[src/rtl/booth_r8_seq_mult_if.sv]
// Operand/product bus for the sequential radix-8 Booth multiplier.
//
// Handshake: a transfer happens on a rising clk edge where valid && ready are
// both high. A source holds valid and its payload stable until that edge; a
// sink may raise or drop ready freely, and ready never depends
// combinationally on valid (nor valid on ready).
interface booth_r8_seq_mult_if #(
   parameter int DATA_WIDTH = 16
);
   logic                      in_valid;
   logic                      in_ready;
   logic [DATA_WIDTH-1:0]     a_in;
   logic [DATA_WIDTH-1:0]     b_in;
   logic                      out_valid;
   logic                      out_ready;
   logic [2*DATA_WIDTH-1:0]   product;

   // Producer of operands / consumer of products.
   modport master (
      output in_valid, a_in, b_in, out_ready,
      input  in_ready, out_valid, product
   );

   // The multiplier itself.
   modport slave (
      input  in_valid, a_in, b_in, out_ready,
      output in_ready, out_valid, product
   );
endinterface

[src/rtl/booth_r8_seq_mult.sv]
// Sequential signed radix-8 Booth multiplier: one 3-bit Booth group per
// cycle through a combinational digit decoder, accumulated into a wide
// register that also serves as the registered product.

// Radix-8 Booth digit decoder: pp = digit(sel) * a, as a (W+2)-bit value.
module BoothDecode_16b #(
   parameter int W = 16
) (
   input  logic [W-1:0] a,
   input  logic [3:0]   sel,
   output logic [W+1:0] pp
);
   logic [W+1:0] a_x;
   logic [W+1:0] a_x3;

   assign a_x  = (W+2)'($signed(a));
   assign a_x3 = a_x + (a_x << 1);

   // Map the 4-bit window to a digit in -4..+4 and scale the multiplicand.
   always_comb begin
      pp = '0;
      unique case (sel)
         4'd0, 4'd15:  pp = '0;
         4'd1, 4'd2:   pp = a_x;
         4'd3, 4'd4:   pp = a_x << 1;
         4'd5, 4'd6:   pp = a_x3;
         4'd7:         pp = a_x << 2;
         4'd8:         pp = -(a_x << 2);
         4'd9, 4'd10:  pp = -a_x3;
         4'd11, 4'd12: pp = -(a_x << 1);
         default:      pp = -a_x;
      endcase
   end
endmodule

module booth_r8_seq_mult #(
   parameter int DATA_WIDTH = 16
) (
   input  logic                   clk,
   input  logic                   rst,
   booth_r8_seq_mult_if.slave     bus,
   output logic [1:0]             dbg_state,
   output logic [3:0]             dbg_sel
);
   localparam int NUM_GROUPS = (DATA_WIDTH + 2) / 3;
   localparam int BW         = 3 * NUM_GROUPS;
   localparam int PP_W       = DATA_WIDTH + 2;
   localparam int ACC_W      = BW + DATA_WIDTH + 2;
   localparam int CNT_W      = $clog2(NUM_GROUPS);
   localparam int SH_W       = $clog2(ACC_W);

   typedef enum logic [1:0] {
      IDLE = 2'd0,
      RUN  = 2'd1,
      DONE = 2'd2
   } state_t;

   state_t                state_q, state_d;
   logic [DATA_WIDTH-1:0] a_q, a_d;
   logic [BW-1:0]         b_q, b_d;
   logic [ACC_W-1:0]      acc_q, acc_d;
   logic [CNT_W-1:0]      cnt_q, cnt_d;

   logic [BW:0]           b_ext;
   logic [SH_W-1:0]       shamt;
   logic [3:0]            sel;
   logic [PP_W-1:0]       pp;
   logic                  digit_neg;
   logic                  pp_sign;
   logic [ACC_W-1:0]      pp_ext;

   // Booth window for the current group; b_ext bit 0 is the implicit b[-1]=0.
   always_comb begin
      b_ext = {b_q, 1'b0};
      shamt = SH_W'(cnt_q) + SH_W'(cnt_q) + SH_W'(cnt_q);
      sel   = 4'(b_ext >> shamt);
   end

   BoothDecode_16b #(.W(DATA_WIDTH)) u_dec (
      .a   (a_q),
      .sel (sel),
      .pp  (pp)
   );

   // The (W+2)-bit pp cannot hold +2^(W+1) (digit -4 times the most negative
   // multiplicand), so the extension bit comes from the operand signs instead
   // of pp's own MSB; this keeps every product exact.
   always_comb begin
      digit_neg = sel[3] && (sel != 4'hF);
      pp_sign   = (pp != '0) && (digit_neg ^ a_q[DATA_WIDTH-1]);
      pp_ext    = ACC_W'($signed({pp_sign, pp}));
   end

   // Next-state, datapath updates and handshake outputs.
   always_comb begin
      state_d       = state_q;
      a_d           = a_q;
      b_d           = b_q;
      acc_d         = acc_q;
      cnt_d         = cnt_q;
      bus.in_ready  = 1'b0;
      bus.out_valid = 1'b0;
      unique case (state_q)
         IDLE: begin
            bus.in_ready = 1'b1;
            if (bus.in_valid) begin
               a_d     = bus.a_in;
               b_d     = BW'($signed(bus.b_in));
               acc_d   = '0;
               cnt_d   = '0;
               state_d = RUN;
            end
         end
         RUN: begin
            acc_d = acc_q + (pp_ext << shamt);
            if (cnt_q == CNT_W'(NUM_GROUPS - 1)) begin
               state_d = DONE;
            end else begin
               cnt_d = cnt_q + CNT_W'(1);
            end
         end
         DONE: begin
            bus.out_valid = 1'b1;
            if (bus.out_ready) begin
               state_d = IDLE;
            end
         end
         default: state_d = IDLE;
      endcase
   end

   // State and datapath registers with synchronous reset.
   always_ff @(posedge clk) begin
      if (rst) begin
         state_q <= IDLE;
         a_q     <= '0;
         b_q     <= '0;
         acc_q   <= '0;
         cnt_q   <= '0;
      end else begin
         state_q <= state_d;
         a_q     <= a_d;
         b_q     <= b_d;
         acc_q   <= acc_d;
         cnt_q   <= cnt_d;
      end
   end

   assign bus.product = acc_q[2*DATA_WIDTH-1:0];
   assign dbg_state   = state_q;
   assign dbg_sel     = sel;
endmodule

[src/flat_wrapper.sv]
// flat-port wrapper written by rule: the top's interface ports become plain ports
module booth_r8_seq_mult_flat 
#(
   parameter int DATA_WIDTH = 16
)
  (clk, rst, dbg_state, dbg_sel, bus_in_valid, bus_a_in, bus_b_in, bus_out_ready, bus_in_ready, bus_out_valid, bus_product);
  booth_r8_seq_mult_if #(.DATA_WIDTH(DATA_WIDTH)) bus_i ();
  input  logic clk;
  input  logic rst;
  output logic [1:0] dbg_state;
  output logic [3:0] dbg_sel;
  input wire logic [$bits(bus_i.in_valid)-1:0] bus_in_valid;
  input wire logic [$bits(bus_i.a_in)-1:0] bus_a_in;
  input wire logic [$bits(bus_i.b_in)-1:0] bus_b_in;
  input wire logic [$bits(bus_i.out_ready)-1:0] bus_out_ready;
  output wire logic [$bits(bus_i.in_ready)-1:0] bus_in_ready;
  output wire logic [$bits(bus_i.out_valid)-1:0] bus_out_valid;
  output wire logic [$bits(bus_i.product)-1:0] bus_product;
  assign bus_i.in_valid = bus_in_valid;
  assign bus_i.a_in = bus_a_in;
  assign bus_i.b_in = bus_b_in;
  assign bus_i.out_ready = bus_out_ready;
  assign bus_in_ready = bus_i.in_ready;
  assign bus_out_valid = bus_i.out_valid;
  assign bus_product = bus_i.product;
  booth_r8_seq_mult #(.DATA_WIDTH(DATA_WIDTH)) u_core (.clk(clk), .rst(rst), .bus(bus_i), .dbg_state(dbg_state), .dbg_sel(dbg_sel));
endmodule
[config.mk]
export PLATFORM = sky130hd
export DESIGN_NAME = booth_r8_seq_mult_flat
export DESIGN_NICKNAME = d
export VERILOG_FILES = /design/src/rtl/booth_r8_seq_mult_if.sv /design/src/rtl/booth_r8_seq_mult.sv /design/src/flat_wrapper.sv
export SDC_FILE = /design/constraint.sdc
export NUM_CORES = 1
export LEC_CHECK = 0
export BUFFER_PORTS_ARGS = -buffer_cell sky130_fd_sc_hd__clkbuf_2
export CAP_MARGIN = 0
export CORE_UTILIZATION = 45
export DETAILED_ROUTE_END_ITERATION = 8
export PLACE_DENSITY_LB_ADDON = 0.3
export SLEW_MARGIN = 20
export SYNTH_ARGS = -nofsm -noshare
export SYNTH_HDL_FRONTEND = slang
export SYNTH_SLANG_ARGS = --single-unit
[constraint.sdc]
create_clock -name clk -period 8.52 [get_ports clk]
set_clock_uncertainty 0.05 [all_clocks]
set_input_delay 0.852 -clock clk [delete_from_list [all_inputs] [get_ports clk]]
set_output_delay 0.852 -clock clk [all_outputs]
set_load 0.005 [all_outputs]
==> metrics.cfg, run 1 <==
[cells_and_area]
final_cells = 1593
fin_area_sq_um = 10300
drive_above_1_share_pct = 16.0
nets = 1426
syn2layout_area_growth_pct = 11.1
n_antenna_cell = 0

[yosys]
synth-seq-area-share_pct = 14.9
synth_edf_count = 0
synth_area_sq_um = 9270
synth.most_common_cell = nand2_1
yosys.area.top_type_share_pct = 14.9
synth_cell_types = 96
synth_ff_type = dfxtp_1
yosys-top-cells-count = nand2_1, a21oi_1, nor2_1
synth_top_area_cell = dfxtp_1
syn-num-nets = 1391
ys_ff_latch = 69
ys.warnings.count = 0
synth_top_cells_by_area = dfxtp_1, ha_1, a21oi_1, nand2_1, nor2_1
synthArstFlopShare_pct = 0
avgSynthCellArea_sq_um = 7.22
syn_inst = 1284

[placement]
gp_congestion = 0.985
portBuffers = 75
placed_cell_area_sq_um = 9880
dp_hpwl_microns = 24300
pre_cts_ws_ns = 0.211
dp_cells = 1577

[critical_path]
path_class = flip-flop to flip-flop
required_ns = 8.67
slowest_delay_ns = 0.72
path_common_cell = a21o_1
worst_setup_path_end_kind = flip-flop
worstPathMaxFanout = 19
cp.arrival_ns = 8.20
critPathSlowestCell = a2111oi_0
start_kind = flip-flop

[clock_tree]
path_clk_slew_ns = 0.06
post-cts-setup-buffer-count = 0
clockBufferDepth = 2
clk_latency_ns = 0.35
clock_sink_count = 69
cts_buffers = 9
postCtsHoldBufs = 0
cts-resized-gates = 0
cts_tree = done
htreeDepth = 3
cts_root_buf = clkbuf_16

[pwr]
vdd_ir_drop_max_mv = 0.135
intPower_uw = 1020
power-per-cell-area_nw_per_um2 = 184
clock_power_share_pct = 21.7
p_comb_share_pct = 57.8
seqPwrFrac_pct = 20.5
power_switching_uw = 875
p_leak_uw = 0.00431
p_sw_share_pct = 46.1

[grt]
grt_start_max_net_pins = 74
overflow = 0
grt_pass1_vias = 9167
antenna_found_initial = 0
grt_pass1_wl_microns = 51400
track_usage_pct = 30.2

[floorplanning]
io_pins = 76
die_area_sq_um = 21200
die_w_microns = 146
die_h_microns = 146
core-area_sq_um = 20200
start_util_pct = 45.8
num_rows = 52

[detailed_routing]
drt_pre_antenna_iters = 8
drc = 0
wl_met3_microns = 2380
via_count = 9971
drt_iter0_drc = 1202
wirelength_microns = 32400
wl_per_cell_microns = 20.4
wl_met2_microns = 14200
avgViaCountPerCell = 6.26
drt-met1-wl_microns = 15000
top_layer_used = met4
ant_nets = 0

[timing]
setup_slack_ns = 0.467
hold_viol_final = 0
report.final.slew_viol_count = 0
worst_slew_pin_slew_ns = 0.840
slew_headroom_pct = 43.7
period_share_pct = 94.5
max_freq_ghz = 0.124
setup_viol = 0
post-route-min-period_ns = 8.05
rsz0062_at_grt = true

[min_path]
hold_path_class = flip-flop to flip-flop

[outcome]
outcome = finished, final reports clean

[job]
cap_violations = 0

[worst max-delay path, delay by kind of cell, from the launching register on]
family,cells,cell delay (ns)
AOI/OAI and AO/OA,15,4.19
xor gates and xnor gates,1,0.28
adders and majority gates,3,1.20
buffers and inverters,2,0.34
DFF,1,0.37
muxes,2,0.51
and+or+nand+nor,6,0.97
[cell usage in the layout, fill, tap and decap left out, drive strengths merged, types with 23 or more instances in the layout]
cell / count
dfxtp: 69
nand2: 175
buf: 42
nand3: 46
mux2i: 23
nor2: 102
nor3: 33
xnor2: 46
inv: 36
a21oi: 131
mux2: 26
a21o: 26
clkbuf: 84
ha: 68
o21ai: 66
[final timing paths]
| check | start | endpoint | slack (ns) | cells past startpoint |
|---|---|---|---|---|
| setup reg to reg | u_core.cnt_q[1] | u_core.acc_q[30] | 0.47 | 29 |
| setup / recovery | u_core.cnt_q[1] | u_core.acc_q[30] | 0.47 | 29 |
| hold reg to reg | u_core.b_q[2] | u_core.b_q[2] | 0.43 | 2 |
| hold / removal | u_core.b_q[2] | u_core.b_q[2] | 0.43 | 2 |
[kinds of logic after synthesis]
| family | Yosys count | share of synthesized area [%] |
|---|---|---|
| buffers and inverters | 131 | 6.14 |
| adder cells (fa/ha/maj) | 71 | 9.83 |
| XOR/XNOR | 66 | 6.60 |
| AND/OR/NAND/NOR | 474 | 24.2 |
| multiplexers | 58 | 7.87 |
| flip-flops | 69 | 14.9 |
| AO/OA/AOI/OAI | 415 | 30.5 |
[state kept, by name, summed over array words and instances (netlist names)]
| register | flops |
|---|---|
| u_core.acc_q | 32 |
| u_core.a_q | 16 |
| u_core.b_q | 16 |
| u_core.cnt_q | 3 |
| u_core.dbg_state | 2 |
[metal layers]
layer  global-route usage, %  up-vias
li1                        -     4820
met1                    43.2     4657
met2                    46.6      426
met3                    4.04       68
met4                    10.4        0
met5                       0        -
[through the flow]
stage	setup TNS, ns	hold slack, ns	power, uW	utilization (%)
floorplan	0	0.384	1170	-
detailed placement	0	0.421	1450	48.8
CTS	0	0.435	1860	50.4
finish	0	0.435	1900	50.9
global route	-0.0854	0.462	2020	50.9
global placement	0	0.399	1450	48.8
[final cells by class]
class	instances	area (sq um)
fillers	2010	9940
repair buffers	117	694
multi-input cells	1085	7420
clock inverters	6	88.8
clock buffers	9	225
flip-flops and latches	69	1380
well taps	270	338
inverters	37	141
[power by group through the flow]
stage	Combinational, uW	Sequential, uW	Clock, uW
after global placement	1060	394	0
after CTS	1060	388	416
final	1100	389	412
after floorplan	787	381	0
after detailed placement	1050	395	0
after global routing	1190	393	430
(Power assumes the default switching activity.)
==> inputs of run 2 (changes only) <==
--- a/config.mk
+++ b/config.mk
@@ -5,6 +5,7 @@
 export SDC_FILE = /design/constraint.sdc
 export NUM_CORES = 1
 export LEC_CHECK = 0
+export ABC_AREA = 1
 export BUFFER_PORTS_ARGS = -buffer_cell sky130_fd_sc_hd__clkbuf_2
 export CAP_MARGIN = 0
 export CORE_UTILIZATION = 45
==> run 2 against run 1 <==
The flow now finishes with violations (DRC). First-iteration DRC count fell by 41%. Non-clock buffer count fell by 33. Combinational power rose by 27%. Total power rose by 17%. Synthesized area fell by 7.7%. Routed wire length fell by 23%. Setup slack improved by 0.49 ns. Sequential share of layout area rose by 1.4 points. Register-to-register slack improved by 0.49 ns. Worst hold slack got worse by 0.011 ns. Maximum frequency rose by 6.4%. Highest routed layer unchanged.
==> metrics.cfg, run 2 <==
[detailed_routing]
drt-met1-wl_microns = 11800  ; was 15000 microns
via_count = 9443  ; was 9971
ant_nets = 0  ; unchanged
wirelength_microns = 25000  ; was 32400 microns
wl_per_cell_microns = 14.2  ; was 20.4 microns
drt_pre_antenna_iters = 7  ; was 8
avgViaCountPerCell = 5.35  ; was 6.26
wl_met2_microns = 11200  ; was 14200 microns
drc = 2  ; was 0
drt_iter0_drc = 706  ; was 1202
top_layer_used = met4  ; unchanged
wl_met3_microns = 1590  ; was 2380 microns

[yosys]
ys.warnings.count = 0  ; unchanged
ys_ff_latch = 69  ; unchanged
synth_edf_count = 0  ; unchanged
syn-num-nets = 1593  ; was 1391
synth-seq-area-share_pct = 16.1  ; was 14.9%
synth.most_common_cell = nand2_1  ; unchanged
synth_top_area_cell = nand2_1  ; was dfxtp_1
synthArstFlopShare_pct = 0  ; unchanged
avgSynthCellArea_sq_um = 5.76  ; was 7.22 sq um
synth_top_cells_by_area = nand2_1, dfxtp_1, ha_1, nand3_1, a21oi_1  ; was dfxtp_1, ha_1, a21oi_1, nand2_1, nor2_1
synth_cell_types = 50  ; was 96
syn_inst = 1486  ; was 1284
synth_ff_type = dfxtp_1  ; unchanged
synth_area_sq_um = 8550  ; was 9270 sq um
yosys-top-cells-count = nand2_1, nor2_1, inv_1, nand3_1, a21oi_1  ; was nand2_1, a21oi_1, nor2_1
yosys.area.top_type_share_pct = 19.5  ; was 14.9%

[pwr]
power-per-cell-area_nw_per_um2 = 238  ; was 184 nW/um^2
p_leak_uw = 0.00471  ; was 0.00431 uW
power_uw = 2210  ; was 1900 uW
vdd_ir_drop_max_mv = 0.136  ; was 0.135 mV

[critical_path]
worst_setup_path_end_kind = flip-flop  ; unchanged
slowest_delay_ns = 0.66  ; was 0.72 ns
path_common_cell = nand2_1  ; was a21o_1
critPathSlowestCell = dfxtp_1  ; was a2111oi_0
path_class = flip-flop to flip-flop  ; unchanged
cp.arrival_ns = 7.72  ; was 8.20 ns
start_kind = flip-flop  ; unchanged
reg2reg_setup_slack_ns = 0.95  ; was 0.47 ns
rr_worst_depth = 46  ; was 29
r2r-start = u_core.cnt_q[0]  ; was u_core.cnt_q[1]
r2r-end = u_core.acc_q[31]  ; was u_core.acc_q[30]
worstPathMaxFanout = 15  ; was 19
required_ns = 8.67  ; about the same

[timing]
slew_headroom_pct = 44.0  ; was 43.7%
rsz0062_at_grt = false  ; was true
setup_tns_ns = 0  ; unchanged
worst_slew_pin_slew_ns = 0.839  ; was 0.840 ns
period_share_pct = 88.8  ; was 94.5%
report.final.slew_viol_count = 0  ; unchanged
hold_viol_final = 0  ; unchanged
max_freq_ghz = 0.132  ; was 0.124 GHz
post-route-min-period_ns = 7.57  ; was 8.05 ns
setup_viol = 0  ; unchanged

[cells_and_area]
largest_register_ffs = 32  ; unchanged
nets = 1633  ; was 1426
final_cells = 1765  ; was 1593
fillCellCount = 2000  ; was 2010
top_regs = u_core.acc_q x32, u_core.a_q x16, u_core.b_q x16  ; unchanged
layout_common_cells = nand2_1, nor2_1, inv_1, nand3_1, a21oi_1  ; was nand2_1, a21oi_1, nor2_1, clkbuf_2, ha_1
drive_above_1_share_pct = 10.5  ; was 16.0%
syn2layout_area_growth_pct = 8.92  ; was 11.1%
regMostFlops = u_core.acc_q  ; unchanged
final-seq-area_sq_um = 1380  ; about the same
multi_input_area_sq_um = 6310  ; was 7420 sq um
fin_area_sq_um = 9320  ; was 10300 sq um
final_common_cell = nand2_1  ; unchanged
n_antenna_cell = 0  ; unchanged

[clock_tree]
clock_sink_count = 69  ; unchanged
path_clk_slew_ns = 0.06  ; about the same
cts_root_buf = clkbuf_16  ; unchanged
post-cts-setup-buffer-count = 0  ; unchanged
clockBufferDepth = 2  ; unchanged
cts-resized-gates = 0  ; unchanged
postCtsHoldBufs = 0  ; unchanged
cts_tree = done  ; unchanged
htreeDepth = 3  ; unchanged
cts_buffers = 9  ; unchanged
clk_latency_ns = 0.35  ; about the same

[outcome]
violations = DRC
outcome = finished, violations left  ; was finished, final reports clean

[min_path]
hold_depth = 2  ; unchanged
hold_end = u_core.b_q[0]  ; was u_core.b_q[2]
min_from = u_core.b_q[0]  ; was u_core.b_q[2]
hold_path_class = flip-flop to flip-flop  ; unchanged

[floorplanning]
io_pins = 76  ; unchanged
die_area_sq_um = 19600  ; was 21200 sq um
core-area_sq_um = 18600  ; was 20200 sq um
num_rows = 50  ; was 52
start_util_pct = 45.9  ; was 45.8%
die_w_microns = 140  ; was 146 microns
die_h_microns = 140  ; was 146 microns

[grt]
grt_pass1_vias = 8721  ; was 9167
grt_pass1_wl_microns = 42200  ; was 51400 microns
antenna_found_initial = 0  ; unchanged
grt_start_max_net_pins = 55  ; was 74
track_usage_pct = 26.3  ; was 30.2%
overflow = 0  ; unchanged

[placement]
gp_congestion = 0.942  ; was 0.985
dp_cells = 1749  ; was 1577
placed_cell_area_sq_um = 9010  ; was 9880 sq um
dp_hpwl_microns = 19500  ; was 24300 microns
portBuffers = 75  ; unchanged

[job]
cap_violations = 0  ; unchanged

[run 2: cell count changes after synthesis, moves of 36 or more]
cell | before | now
o21ai_0 | 61 | 100
nor2_1 | 101 | 149
nand3_1 | 45 | 145
nand2_1 | 172 | 444
inv_1 | 32 | 145
clkbuf_1 | 61 | 25
[run 2: cell type report]
type | instances | area share (%)
timing repair buffer | 84 | 4.75
inverter | 154 | 6.20
clock buffer | 10 | 2.56
multi-input combinational | 1208 | 67.7
clock inverter | 6 | 0.765
tap | 234 | 3.14
sequential | 69 | 14.8
[run 2: worst max path at each step]
stage,start,endpoint,depth (start not counted)
2_1_floorplan,u_core.cnt_q[0],u_core.acc_q[31],45
3_3_place_gp,u_core.cnt_q[0],u_core.acc_q[28],44
3_5_place_dp,u_core.cnt_q[0],u_core.acc_q[31],44
4_1_cts,u_core.cnt_q[0],u_core.acc_q[31],42
5_1_grt,u_core.cnt_q[0],u_core.acc_q[28],44
6_report,u_core.cnt_q[0],u_core.acc_q[31],46
[run 2: kinds of logic after synthesis]
logic type / count (synthesis) / share of synthesized area [%]
simple gates: 819 / 41.9
compound gates: 283 / 17.5
buf+inv: 209 / 10.1
fa+ha+maj: 71 / 10.6
flops: 69 / 16.1
xor+xnor: 28 / 2.95
mux: 7 / 0.819
[run 2: layer usage]
| layer | vias to the layer above | global-route usage, % |
|---|---|---|
| met3 | 30 | 3.68 |
| met5 | - | 0 |
| li1 | 4945 | - |
| met2 | 287 | 42.6 |
| met1 | 4181 | 35.8 |
| met4 | 0 | 8.50 |
[run 2: critical path: cells and delay by family, from the launching register on]
family / cells / cell delay [ns]
DFF: 1 / 0.66
and+or+nand+nor: 23 / 2.67
buffers and inverters: 6 / 0.59
AOI/OAI and AO/OA: 14 / 2.41
adders and majority gates: 3 / 1.04
[run 2: power breakdown]
part | internal (uW) | switching, uW
sequential | 364 | 50.2
combinational | 463 | 933
clock | 237 | 167
[run 2: per-stage QoR]
| step | hold WS (ns) | util, % | setup WS (ns) |
|---|---|---|---|
| final | 0.424 | 50.0 | 0.954 |
| after global routing | 0.463 | 50.0 | 0.0599 |
| after CTS | 0.426 | 50.0 | 1.00 |
| after detailed placement | 0.415 | 48.3 | 1.04 |
| after global placement | 0.410 | 48.3 | 1.21 |
| after floorplan | 0.394 | - | 2.66 |
==> inputs of run 3 (changes only) <==
--- a/config.mk
+++ b/config.mk
@@ -8,7 +8,7 @@
 export ABC_AREA = 1
 export BUFFER_PORTS_ARGS = -buffer_cell sky130_fd_sc_hd__clkbuf_2
 export CAP_MARGIN = 0
-export CORE_UTILIZATION = 45
+export CORE_UTILIZATION = 55
 export DETAILED_ROUTE_END_ITERATION = 8
 export PLACE_DENSITY_LB_ADDON = 0.3
 export SLEW_MARGIN = 20
==> run 3 against run 2 <==
The flow now finishes without violations. Total power increased by 0.14%. Combinational power about the same. Clock power about the same. Core utilization is 11 points higher. Flip-flop and latch count unchanged. Setup slack better by 0.070 ns. Count of clock-buffer cells in the layout increased by 2. Largest cell class unchanged. Largest power group unchanged.
==> metrics.cfg, run 3 (same netlist as run 2, synthesis figures left out) <==
[clock_tree]
htreeDepth = 3  ; unchanged
clockBufferDepth = 2  ; unchanged
clk_latency_ns = 0.35  ; about the same
cts_root_buf = clkbuf_16  ; unchanged
postCtsHoldBufs = 0  ; unchanged
cts_tree = done  ; unchanged
cts_buffers = 9  ; unchanged
clock_sink_count = 69  ; unchanged
path_clk_slew_ns = 0.07  ; was 0.06 ns

[grt]
track_usage_pct = 31.6  ; was 26.3%
antenna_found_initial = 0  ; unchanged
grt_pass1_vias = 8701  ; was 8721
overflow = 0  ; unchanged
grt_pass1_wl_microns = 41400  ; was 42200 microns
grt_start_max_net_pins = 55  ; unchanged

[placement]
dp_hpwl_microns = 19100  ; was 19500 microns
portBuffers = 75  ; unchanged
pre_cts_ws_ns = 0.881  ; was 1.04 ns
gp_congestion = 0.972  ; was 0.942
placed_cell_area_sq_um = 8950  ; was 9010 sq um

[cells_and_area]
nets = 1634  ; was 1633
fin_area_sq_um = 9300  ; was 9320 sq um
top_regs = u_core.acc_q x32, u_core.a_q x16, u_core.b_q x16  ; unchanged
fillCellCount = 1534  ; was 2000
drive_above_1_share_pct = 10.6  ; was 10.5%
largest_register_ffs = 32  ; unchanged
multi_input_area_sq_um = 6340  ; was 6310 sq um
syn2layout_area_growth_pct = 8.70  ; was 8.92%
regMostFlops = u_core.acc_q  ; unchanged
layout_common_cells = nand2_1, nor2_1, inv_1, nand3_1, a21oi_1  ; unchanged
n_antenna_cell = 0  ; unchanged
final_common_cell = nand2_1  ; unchanged
final-seq-area_sq_um = 1380  ; about the same

[detailed_routing]
ant_nets = 0  ; unchanged
via_count = 9759  ; was 9443
avgViaCountPerCell = 5.67  ; was 5.35
drt_iter0_drc = 732  ; was 706
drc = 0  ; was 2
wirelength_microns = 24600  ; was 25000 microns
wl_per_cell_microns = 14.3  ; was 14.2 microns
drt_pre_antenna_iters = 5  ; was 7

[floorplanning]
die_w_microns = 127  ; was 140 microns
num_rows = 45  ; was 50
start_util_pct = 56.3  ; was 45.9%
die_area_sq_um = 16100  ; was 19600 sq um
io_pins = 76  ; unchanged
die_h_microns = 127  ; was 140 microns
core-area_sq_um = 15200  ; was 18600 sq um

[critical_path]
required_ns = 8.67  ; about the same
cp.arrival_ns = 7.65  ; was 7.72 ns
path_common_cell = nand2_1  ; unchanged
slowest_delay_ns = 0.46  ; was 0.66 ns
endpoint = u_core.acc_q[31]  ; unchanged
start_kind = flip-flop  ; unchanged
rr_worst_depth = 45  ; was 46
path_class = flip-flop to flip-flop  ; unchanged
r2r-start = u_core.cnt_q[0]  ; unchanged
reg2reg_setup_slack_ns = 1.02  ; was 0.95 ns
worst_setup_path_end_kind = flip-flop  ; unchanged
r2r-end = u_core.acc_q[31]  ; unchanged
critPathSlowestCell = fa_1  ; was dfxtp_1
worstSetupStartpoint = u_core.cnt_q[0]  ; unchanged
worstPathMaxFanout = 30  ; was 15

[min_path]
hold_path_class = flip-flop to flip-flop  ; unchanged

[pwr]
power_uw = 2220  ; was 2210 uW
p_leak_uw = 0.00473  ; was 0.00471 uW
power-per-cell-area_nw_per_um2 = 238  ; about the same
vdd_ir_drop_max_mv = 0.140  ; was 0.136 mV

[timing]
report.final.slew_viol_count = 0  ; unchanged
setup_slack_ns = 1.02  ; was 0.954 ns
setup_tns_ns = 0  ; unchanged
slew_headroom_pct = 41.5  ; was 44.0%
setup_viol = 0  ; unchanged
period_share_pct = 88.0  ; was 88.8%
post-route-min-period_ns = 7.50  ; was 7.57 ns
hold_viol_final = 0  ; unchanged
rsz0062_at_grt = false  ; unchanged
worst_slew_pin_slew_ns = 0.877  ; was 0.839 ns
holdWs_ns = 0.429  ; was 0.424 ns
max_freq_ghz = 0.133  ; was 0.132 GHz

[outcome]
outcome = finished, final reports clean  ; was finished, violations left

[job]
cap_violations = 0  ; unchanged

==> run 3: how the worst min path moves through the flow <==
| stage | start | endpoint | slack (ns) | depth (start not counted) |
|---|---|---|---|---|
| after CTS | u_core.b_q[0] | u_core.b_q[0] | 0.43 | 2 |
| after global routing | u_core.acc_q[29] | u_core.acc_q[29] | 0.45 | 2 |
| after floorplan | u_core.b_q[3] | u_core.b_q[3] | 0.39 | 2 |
| after global placement | u_core.b_q[3] | u_core.b_q[3] | 0.41 | 2 |
| after detailed placement | u_core.b_q[0] | u_core.b_q[0] | 0.42 | 2 |
| final | u_core.b_q[0] | u_core.b_q[0] | 0.43 | 2 |
==> run 3: per-stage QoR <==
stage | instances | utilization (%)
after floorplan | 1486 | -
final | 1720 | 61.2
after CTS | 1719 | 60.9
after detailed placement | 1703 | 58.9
after global placement | 1703 | 58.9
after global routing | 1720 | 61.2
==> run 3: power breakdown <==
group          total, uW  internal, uW  switching, uW
Sequential           414           364           50.0
Clock                403           245            158
Combinational       1400           464            936
==> run 3: metal layers <==
metal  share of wire (%)  track usage [%]
met1                  46             42.5
met2                  45             52.6
met3                 7.0             4.81
met4                 1.7             8.82
met5                   0                0
==> run 3: what timing repair did <==
item | CTS | global route
setup endpoints to repair | 0 | 3
buffers inserted | 0 | 1
gates resized for setup | 0 | 7
==> run 3: critical path: cells and delay by family (launching register included) <==
| family | cells | cell delay, ns |
|---|---|---|
| AND/OR/NAND/NOR | 19 | 2.23 |
| buffers and inverters | 7 | 0.85 |
| XOR/XNOR | 1 | 0.25 |
| AO/OA/AOI/OAI | 15 | 2.51 |
| adder cells (fa/ha/maj) | 3 | 1.03 |
| flip-flops | 1 | 0.41 |
==> run 3: layout make-up <==
| type | count | area share, % |
|---|---|---|
| clock buffers | 12 | 2.76 |
| clock inverters | 4 | 0.592 |
| inverters | 154 | 6.24 |
| multi-input cells | 1208 | 68.2 |
| flip-flops and latches | 69 | 14.9 |
| well taps | 188 | 2.53 |
| repair buffers | 85 | 4.84 |
